===== config.mk =====
export PLATFORM = sky130hd
export DESIGN_NAME = bsg_chip_mc_link_credit_tx
export DESIGN_NICKNAME = d
export VERILOG_FILES = /design/src/rtl/bsg_chip_pkg.sv /design/src/rtl/bsg_chip_link_credit_counter.sv /design/src/rtl/bsg_chip_mc_link_credit_tx.sv
export SDC_FILE = /design/constraint.sdc
export NUM_CORES = 1
export LEC_CHECK = 0
export CAP_MARGIN = 20
export CORE_MARGIN = 4
export CORE_UTILIZATION = 40
export CTS_BUF_LIST = sky130_fd_sc_hd__clkbuf_8
export CTS_CLUSTER_SIZE = 14
export DETAILED_ROUTE_END_ITERATION = 6
export DONT_BUFFER_PORTS = 1
export HOLD_SLACK_MARGIN = 0.1
export PLACE_DENSITY = 0.63
export SKIP_CTS_REPAIR_TIMING = 1
export SYNTH_ARGS = -nofsm -noshare
export SYNTH_HDL_FRONTEND = slang
export SYNTH_HIERARCHICAL = 1
export SYNTH_SLANG_ARGS = --single-unit

===== constraint.sdc =====
create_clock -name clk_i -period 7.6 [get_ports clk_i]
set_input_delay 1.52 -clock clk_i [delete_from_list [all_inputs] [get_ports clk_i]]
set_output_delay 1.52 -clock clk_i [all_outputs]
set_load 0.05 [all_outputs]

===== src/rtl/bsg_chip_pkg.sv =====
// Shared link constants and types for the manycore chip link (tx credit counter and rx token generator).
package bsg_chip_pkg;

    localparam int unsigned hb_addr_width_gp   = 28;
    localparam int unsigned hb_data_width_gp   = 32;
    localparam int unsigned hb_x_cord_width_gp = 7;
    localparam int unsigned hb_y_cord_width_gp = 7;

    // Receiver buffer depth and token decimation, shared by both link directions
    localparam int unsigned link_credit_gp              = 16;
    localparam int unsigned link_lg_token_decimation_gp = 2;

    typedef enum logic [1:0] {
        e_idle  = 2'd0,
        e_send  = 2'd1,
        e_stall = 2'd2
    } link_tx_state_e;

    // addr + data + src/dst cords + op(2) + reg_id(5) + mask(4)
    function automatic int unsigned bsg_manycore_packet_width(
        input int unsigned addr_w,
        input int unsigned data_w,
        input int unsigned x_w,
        input int unsigned y_w
    );
        return addr_w + data_w + 2 * (x_w + y_w) + 11;
    endfunction

endpackage


===== src/rtl/bsg_chip_link_credit_counter.sv =====
// Link credit counter: decrements on send, adds a decimated token batch, saturates at credit_p.
module bsg_chip_link_credit_counter
    import bsg_chip_pkg::*;
#(
    parameter int unsigned credit_p              = link_credit_gp,
    parameter int unsigned lg_token_decimation_p = link_lg_token_decimation_gp
) (
    input  logic                             clk_i,
    input  logic                             reset_i,
    input  logic                             send_i,
    input  logic                             token_i,
    output logic [$clog2(credit_p+1)-1:0]    credits_o,
    output logic [$clog2(credit_p+1)-1:0]    credits_next_c,
    output logic                             overflow_c
);

    localparam int unsigned cw        = $clog2(credit_p + 1);
    localparam int unsigned token_amt = 1 << lg_token_decimation_p;
    // One spare bit so the unsaturated sum can never wrap
    localparam int unsigned sw        = $clog2(credit_p + token_amt + 1) + 1;

    logic [sw-1:0] full_next;

    always_comb begin
        full_next      = sw'(credits_o) - sw'(send_i) + (token_i ? sw'(token_amt) : sw'(0));
        overflow_c     = (full_next > sw'(credit_p));
        credits_next_c = overflow_c ? cw'(credit_p) : cw'(full_next);
    end

    always_ff @(posedge clk_i or posedge reset_i) begin
        if (reset_i) begin
            credits_o <= cw'(credit_p);
        end else begin
            credits_o <= credits_next_c;
        end
    end

endmodule


===== src/rtl/bsg_chip_mc_link_credit_tx.sv =====
// Credit-based manycore link transmitter: registered link output, credit counter and IDLE/SEND/STALL FSM.
// Optional BSG_CHIP_LINK_CREDIT_CHECK_EN enables the sticky credit_err_o flag and credit assertions.
module bsg_chip_mc_link_credit_tx
    import bsg_chip_pkg::*;
#(
    parameter int unsigned width_p = bsg_manycore_packet_width(hb_addr_width_gp, hb_data_width_gp,
                                                               hb_x_cord_width_gp, hb_y_cord_width_gp),
    parameter int unsigned credit_p              = link_credit_gp,
    parameter int unsigned lg_token_decimation_p = link_lg_token_decimation_gp
) (
    input  logic                          clk_i,
    input  logic                          reset_i,
    input  logic                          v_i,
    input  logic [width_p-1:0]            data_i,
    output logic                          ready_and_o,
    output logic                          link_v_o,
    output logic [width_p-1:0]            link_data_o,
    input  logic                          link_token_i,
    output logic [$clog2(credit_p+1)-1:0] credits_o,
    output logic                          credit_err_o
);

    localparam int unsigned cw = $clog2(credit_p + 1);

    logic                 send;
    logic [cw-1:0]        credits_next;
    logic                 overflow;
    link_tx_state_e       state_r, state_n;
    logic                 ready_n;
    logic                 link_v_n;
    logic [width_p-1:0]   link_data_n;

    assign send = v_i & ready_and_o;

    bsg_chip_link_credit_counter #(
        .credit_p              (credit_p),
        .lg_token_decimation_p (lg_token_decimation_p)
    ) counter (
        .clk_i          (clk_i),
        .reset_i        (reset_i),
        .send_i         (send),
        .token_i        (link_token_i),
        .credits_o      (credits_o),
        .credits_next_c (credits_next),
        .overflow_c     (overflow)
    );

    // Next state and next registered outputs; ready is registered from the next credit count
    always_comb begin
        state_n     = state_r;
        ready_n     = (credits_next != '0);
        link_v_n    = send;
        link_data_n = send ? data_i : link_data_o;
        unique case (state_r)
            e_stall: begin
                if (link_token_i) state_n = e_idle;
            end
            default: begin
                if (credits_next == '0) state_n = e_stall;
                else if (send)          state_n = e_send;
                else                    state_n = e_idle;
            end
        endcase
    end

    always_ff @(posedge clk_i or posedge reset_i) begin
        if (reset_i) begin
            state_r     <= e_idle;
            ready_and_o <= 1'(credit_p != 0);
            link_v_o    <= 1'b0;
            link_data_o <= '0;
        end else begin
            state_r     <= state_n;
            ready_and_o <= ready_n;
            link_v_o    <= link_v_n;
            link_data_o <= link_data_n;
        end
    end

`ifdef BSG_CHIP_LINK_CREDIT_CHECK_EN
    always_ff @(posedge clk_i or posedge reset_i) begin
        if (reset_i) begin
            credit_err_o <= 1'b0;
        end else if (overflow) begin
            credit_err_o <= 1'b1;
        end
    end

    a_no_overflow: assert property (@(posedge clk_i) disable iff (reset_i) !overflow);
    a_no_send_at_zero: assert property (@(posedge clk_i) disable iff (reset_i)
                                        !(send && (credits_o == '0)));
`else
    logic unused_overflow;
    assign unused_overflow = overflow;
    assign credit_err_o    = 1'b0;
`endif

endmodule


==> impl_results.rst, run 1 <==
.. list-table::
   :header-rows: 1

   * - Metric
     - Value
   * - Setup repair after global routing missed its margin
     - no
   * - Antenna Nets Post-Route
     - 0
   * - Root buf cell
     - clkbuf_8
   * - Length in cells of the worst reg-to-reg path
     - 10
   * - Ports placed on the boundary
     - 210
   * - Number of buffers added by the clock tree synthesis step
     - 9
   * - Utilization of the core after routing
     - 42.5%
   * - Required arrival time at the worst endpoint
     - 7.93 ns
   * - Placed cell count
     - 390
   * - Fmax
     - 255 MHz
   * - Critical path capture point type
     - register
   * - Number of max-capacitance violations reported
     - 0
   * - Delay of the slowest cell on the worst path
     - 0.73 ns
   * - Cell count after synthesis
     - 257
   * - Drt total wl
     - 9010 um
   * - Maximum root-to-sink buffer count
     - 2
   * - Drt pass-1 iters
     - 4
   * - Final hold slack
     - 0.904 ns
   * - Pwr/cell area
     - 451 nW/um^2
   * - Syn_area_per_cell
     - 18.1 um^2
   * - Relative area change from synthesis to final layout
     - 4.16%
   * - Run status
     - complete, no violations
   * - Final Max Tran Viols
     - 0
   * - Count of input and output buffers
     - 0
   * - Worst Path Arrival
     - 4.25 ns
   * - Setup crit end
     - ready_and_o$_DFF_PP1_
   * - Layout Nets
     - 368
   * - Diode insertion count for antenna repair
     - 0
   * - Total negative slack for setup checks
     - 0 ns
   * - Post-Syn Nets
     - 367
   * - Starting density of the core
     - 40.8%
   * - Residual DRC
     - 0
   * - Post-route non-filler standard cell count
     - 406
   * - Max rail drop VDD
     - 0.263 mV
   * - Hold Path Class
     - register to register
   * - Portion of the clock cycle consumed by the worst path in the final layout
     - 51.6%
   * - Reported leakage power
     - 2.31 nW
   * - Worst-path fanout max
     - 54
   * - Worst max-slew margin expressed relative to the limit
     - 34.0%
   * - Hpwl dp
     - 6570 um
   * - Transition time of the tightest slew-check pin
     - 0.990 ns
   * - Core area
     - 11400 um^2
   * - Cell chain of the critical path
     - and2_4, ha_1, inv_1, ha_1, fa_1, a211oi_2, nor2_1, a2111oi_2, nor3_1, nand2_1
   * - Source of the worst register-to-register timing path
     - ready_and_o$_DFF_PP1_
   * - Vias
     - 2065
   * - Post-synthesis cell area
     - 4660 um^2
   * - First-pass GRT wire length
     - 12700 um
   * - Maximum level of the CTS H-tree
     - 3
   * - Sink Count
     - 106
   * - Share of layout cells above drive strength 1
     - 46.8%
   * - Violation count after the first detailed-routing iteration
     - 85
   * - Row count
     - 39
   * - Endpoints failing hold
     - 0
   * - Maximum number of pins on one net before global-route repair
     - 55
   * - Routed length per placed instance
     - 22.2 um
   * - Destination of the worst register-to-register timing path
     - ready_and_o$_DFF_PP1_
   * - Via count normalized by instance count
     - 5.09
   * - Worst path slowest cell
     - and2_4
   * - All-Layer GR Usage
     - 12.8%
   * - Clock slew at reported path FFs
     - 0.10 ns
   * - X dimension of the die
     - 116 um
   * - Count of final setup violators
     - 0
   * - Critical path launch point type
     - input port
   * - Min Tclk post-route
     - 3.92 ns
   * - Global route total overflow
     - 0
   * - Insertion delay of the later-clocked pin in the worst-skew pair
     - 0.38 ns
   * - Yosys warns
     - 6
   * - Antenna violations before repair
     - 0
   * - Register-to-register setup slack
     - 4.02 ns
   * - Clock Skew
     - 0.0104 ns
   * - CTS tree
     - yes
   * - Number of global-route vias before repair
     - 2185
   * - Critical path class
     - input port to register
   * - Die span in y
     - 116 um
   * - Global placer's final weighted congestion
     - 0.764
   * - Crit path from
     - v_i
   * - Dominant cell type by count on the critical path
     - ha_1
   * - Total Die Area
     - 13400 um^2
[sequential cells by signal, indices dropped and copies added (netlist names)]
register	flops
link_v_o	1
counter/credits_o	5
link_data_o	99
ready_and_o	1
[metrics by stage]
step           power [mW]  cell area [um^2]  setup slack [ns]
3_5_place_dp         1.83              4630              3.21
3_3_place_gp         1.81              4630              3.34
6_report             2.19              4860              3.68
2_1_floorplan        1.77              4660              3.43
5_1_grt              2.29              4860              3.48
4_1_cts              2.23              4860              3.66
[layout make-up]
class | instances | area, um^2
fillers | 1022 | 6560
flip-flops and latches | 106 | 2660
multi-input cells | 128 | 1740
well taps | 143 | 179
clock buffers | 9 | 124
clock inverters | 7 | 101
inverters | 11 | 43.8
repair buffers | 2 | 15.0
[layer usage]
metal | vias up | global-route usage (%) | wire length [um] | part of all wire (%)
li1 | 895 | - | - | -
met1 | 1026 | 13.5 | 3300 | 37
met2 | 134 | 20.6 | 4270 | 47
met3 | 10 | 8.67 | 1320 | 15
met4 | 0 | 4.41 | 119 | 1.3
met5 | - | 0 | 0 | 0
[worst max-delay path: cells and delay by family]
family | cells | cell delay, ns
adders and majority gates | 3 | 0.90
and+or+nand+nor | 4 | 1.06
buffers and inverters | 1 | 0.04
AOI/OAI and AO/OA | 2 | 0.71
[cells in the final DEF, fill, tap and decap left out, types with 3 or more instances in the layout]
cell        n
ha_1        6
o21ai_0     3
mux2_4     99
nor2_1      3
inv_1      11
clkbuf_8    9
dfrtp_1   104
[worst min-delay path by stage]
stage / startpoint / end / depth (start not counted)
5_1_grt: reset_i / counter/credits_o[3]$_DFF_PP0_ / 1
3_3_place_gp: link_data_o[0]$_DFFE_PP0P_ / link_data_o[0]$_DFFE_PP0P_ / 1
6_report: link_data_o[93]$_DFFE_PP0P_ / link_data_o[93]$_DFFE_PP0P_ / 1
3_5_place_dp: link_data_o[1]$_DFFE_PP0P_ / link_data_o[1]$_DFFE_PP0P_ / 1
2_1_floorplan: counter/credits_o[4]$_DFF_PP1_ / counter/credits_o[0]$_DFF_PP0_ / 3
4_1_cts: reset_i / counter/credits_o[3]$_DFF_PP0_ / 1
[power breakdown]
| group | leakage, nW | internal, mW | total [mW] | switching, mW |
|---|---|---|---|---|
| Clock | 0.117 | 0.189 | 0.385 | 0.196 |
| Combinational | 0.945 | 0.269 | 0.436 | 0.167 |
| Sequential | 1.24 | 0.707 | 1.37 | 0.663 |
| Total | 2.31 | 1.17 | 2.19 | 1.03 |
No activity file was read; power rests on OpenSTA's default activity.
==> inputs of run 2 (changes only) <==
Clock period 7.6 ns to 3.92 ns, I/O delays scaled along.
==> impl_results.rst, run 2 (same netlist as run 1, synthesis figures left out) <==
.. list-table::
   :header-rows: 1

   * - Metric
     - Value
   * - Count of input and output buffers
     - 0 (unchanged)
   * - Required arrival time at the worst endpoint
     - 4.22 ns (-3.71 ns)
   * - Run status
     - complete, no violations
   * - Maximum level of the CTS H-tree
     - 3 (unchanged)
   * - Share of layout cells above drive strength 1
     - 47.1% (+0.38 points)
   * - All-Layer GR Usage
     - 12.6% (-0.28 points)
   * - Sink Count
     - 106 (unchanged)
   * - Die span in y
     - 116 um (unchanged)
   * - Count of final setup violators
     - 0 (unchanged)
   * - Reported leakage power
     - 2.29 nW (-0.55%)
   * - Global placer's final weighted congestion
     - 0.808 (+5.9%)
   * - Flip-flop count of the largest register, all copies and words added
     - 99 (unchanged)
   * - Global route total overflow
     - 0 (unchanged)
   * - Worst-path fanout max
     - 4 (-93%)
   * - Largest registers in the final layout
     - link_data_o: 99 flops, counter/credits_o: 5 flops
   * - Utilization of the core after routing
     - 42.3% (-0.24 points)
   * - Number of buffers added by the clock tree synthesis step
     - 9 (unchanged)
   * - Endpoints failing hold
     - 0 (unchanged)
   * - Pwr/cell area
     - 861 nW/um^2 (+91%)
   * - Register-to-register setup slack
     - 1.15 ns (-2.87 ns)
   * - Layout Nets
     - 369 (+0.27%)
   * - Violation count after the first detailed-routing iteration
     - 158 (+86%)
   * - Portion of the clock cycle consumed by the worst path in the final layout
     - 70.7%
   * - Critical path capture point type
     - register
   * - Dominant cell type by count on the critical path
     - ha_1
   * - Post-route non-filler standard cell count
     - 406 (unchanged)
   * - Min Tclk post-route
     - 2.77 ns
   * - Worst max-slew margin expressed relative to the limit
     - 36.9% (+2.9 points)
   * - Total negative slack for setup checks
     - 0 ns (unchanged)
   * - Starting density of the core
     - 40.8% (unchanged)
   * - Maximum root-to-sink buffer count
     - 2 (unchanged)
   * - Number of global-route vias before repair
     - 2225 (+1.8%)
   * - Relative area change from synthesis to final layout
     - 3.57%
   * - Total Die Area
     - 13400 um^2 (unchanged)
   * - Critical path class
     - register to register
   * - Commonest cells after routing, fill and taps aside
     - dfrtp_1 (104), mux2_4 (99), inv_1 (10)
   * - Family with the most delay on the worst path
     - adder cells
   * - Diode insertion count for antenna repair
     - 0 (unchanged)
   * - Hpwl dp
     - 6490 um (-1.1%)
   * - Antenna Nets Post-Route
     - 0 (unchanged)
   * - Largest register by flop count
     - link_data_o
   * - Clock slew at reported path FFs
     - 0.09 ns (about the same)
   * - Number of inserted filler cells in the final layout
     - 1038 (+1.6%)
   * - CTS tree
     - yes
   * - Final hold slack
     - 0.200 ns (-0.704 ns)
   * - Final Max Tran Viols
     - 0 (unchanged)
   * - Root buf cell
     - clkbuf_8
   * - X dimension of the die
     - 116 um (unchanged)
   * - Routed length per placed instance
     - 21.9 um (-1.2%)
   * - Setup repair after global routing missed its margin
     - no
   * - Cell chain of the critical path
     - and2_4, ha_1, inv_1, ha_1, fa_1, a211oi_2, nor2_1, a2111oi_2, nor3_1, nand2_1
   * - Residual DRC
     - 0 (unchanged)
   * - Placed cell count
     - 391 (+0.26%)
   * - Row count
     - 39 (unchanged)
   * - Core area
     - 11400 um^2 (unchanged)
   * - Antenna violations before repair
     - 0 (unchanged)
   * - Clock Skew
     - 0.0111 ns (+0.000699 ns)
   * - Insertion delay of the later-clocked pin in the worst-skew pair
     - 0.37 ns (about the same)
   * - Number of max-capacitance violations reported
     - 0 (unchanged)
   * - First-pass GRT wire length
     - 12700 um (+0.27%)
   * - Delay of the slowest cell on the worst path
     - 0.70 ns (-0.03 ns)
   * - Worst Path Arrival
     - 3.08 ns (-1.17 ns)
   * - Hold Path Class
     - input port to asynchronous set/reset pin
   * - Fmax
     - 361 MHz
   * - Worst path slowest cell
     - dfstp_2
   * - Ports placed on the boundary
     - 210 (unchanged)
   * - Drt total wl
     - 8910 um (-1.2%)
   * - Vias
     - 2039 (-1.3%)
   * - Max rail drop VDD
     - 0.553 mV (+110%)
   * - Transition time of the tightest slew-check pin
     - 0.946 ns (-0.0435 ns)
   * - Commonest non-fill, non-tap cell in the layout
     - dfrtp_1
   * - Drt pass-1 iters
     - 4 (unchanged)
   * - Maximum number of pins on one net before global-route repair
     - 77 (+40%)
   * - Buffers & Inverters on Critical Path
     - 1 (unchanged)
   * - Via count normalized by instance count
     - 5.02 (-1.3%)
   * - Critical path launch point type
     - register
## run 2: cell types whose count changed in the layout (fill, tap and decap cells not counted), sizes merged
cell	change
buf	+1
bufinv	-1
clkinv	+2
inv	-2
## run 2: worst register-to-register path: stages (launching register included)
cell	delay (ns)
dfstp_2	0.70
and2_4	0.21
ha_1	0.13
inv_1	0.04
ha_1	0.20
fa_1	0.42
a211oi_2	0.28
nor2_1	0.14
a2111oi_2	0.40
nor3_1	0.10
nand2_1	0.09
## run 2: final timing paths
kind,from,cells after the start,endpoint
hold / removal,reset_i,1,counter/credits_o[3]$_DFF_PP0_
max in group asynchronous,reset_i,2,link_data_o[61]$_DFFE_PP0P_
setup / recovery,ready_and_o$_DFF_PP1_,10,ready_and_o$_DFF_PP1_
setup reg to reg,ready_and_o$_DFF_PP1_,10,ready_and_o$_DFF_PP1_
min in group clk_i,data_i[78],1,link_data_o[78]$_DFFE_PP0P_
hold reg to reg,link_data_o[8]$_DFFE_PP0P_,1,link_data_o[8]$_DFFE_PP0P_
## run 2: cell type report
cell class              instances  area, um^2  share of cell area (%)
clock buffers                   9         124                    2.56
well taps                     143         179                    3.70
clock inverters                 6        66.3                    1.37
repair buffers                  3        22.5                   0.466
multi-input cells             128        1740                    36.0
flip-flops and latches        106        2660                    55.0
inverters                      11        43.8                   0.907
## run 2: routing by layer
metal / track usage (%) / vias up / wire length [um]
met5: 0 / - / 0
met2: 20.1 / 128 / 4270
met3: 6.53 / 10 / 1260
li1: - / 893 / -
met4: 6.03 / 0 / 130
met1: 13.8 / 1008 / 3260
## run 2: report_power, final
group | leakage [nW] | switching (mW) | internal [mW]
combinational | 0.950 | 0.324 | 0.523
clock | 0.0994 | 0.362 | 0.294
sequential | 1.24 | 1.28 | 1.37
total | 2.29 | 1.97 | 2.19
## run 2: stage by stage
stage / cell area, um^2 / power, mW / setup slack (ns)
after CTS: 4830 / 4.22 / 1.14
final: 4830 / 4.16 / 1.15
after floorplan: 4660 / 3.42 / 0.491
after global routing: 4830 / 4.36 / 0.949
after global placement: 4640 / 3.52 / 1.18
after detailed placement: 4640 / 3.53 / 1.13
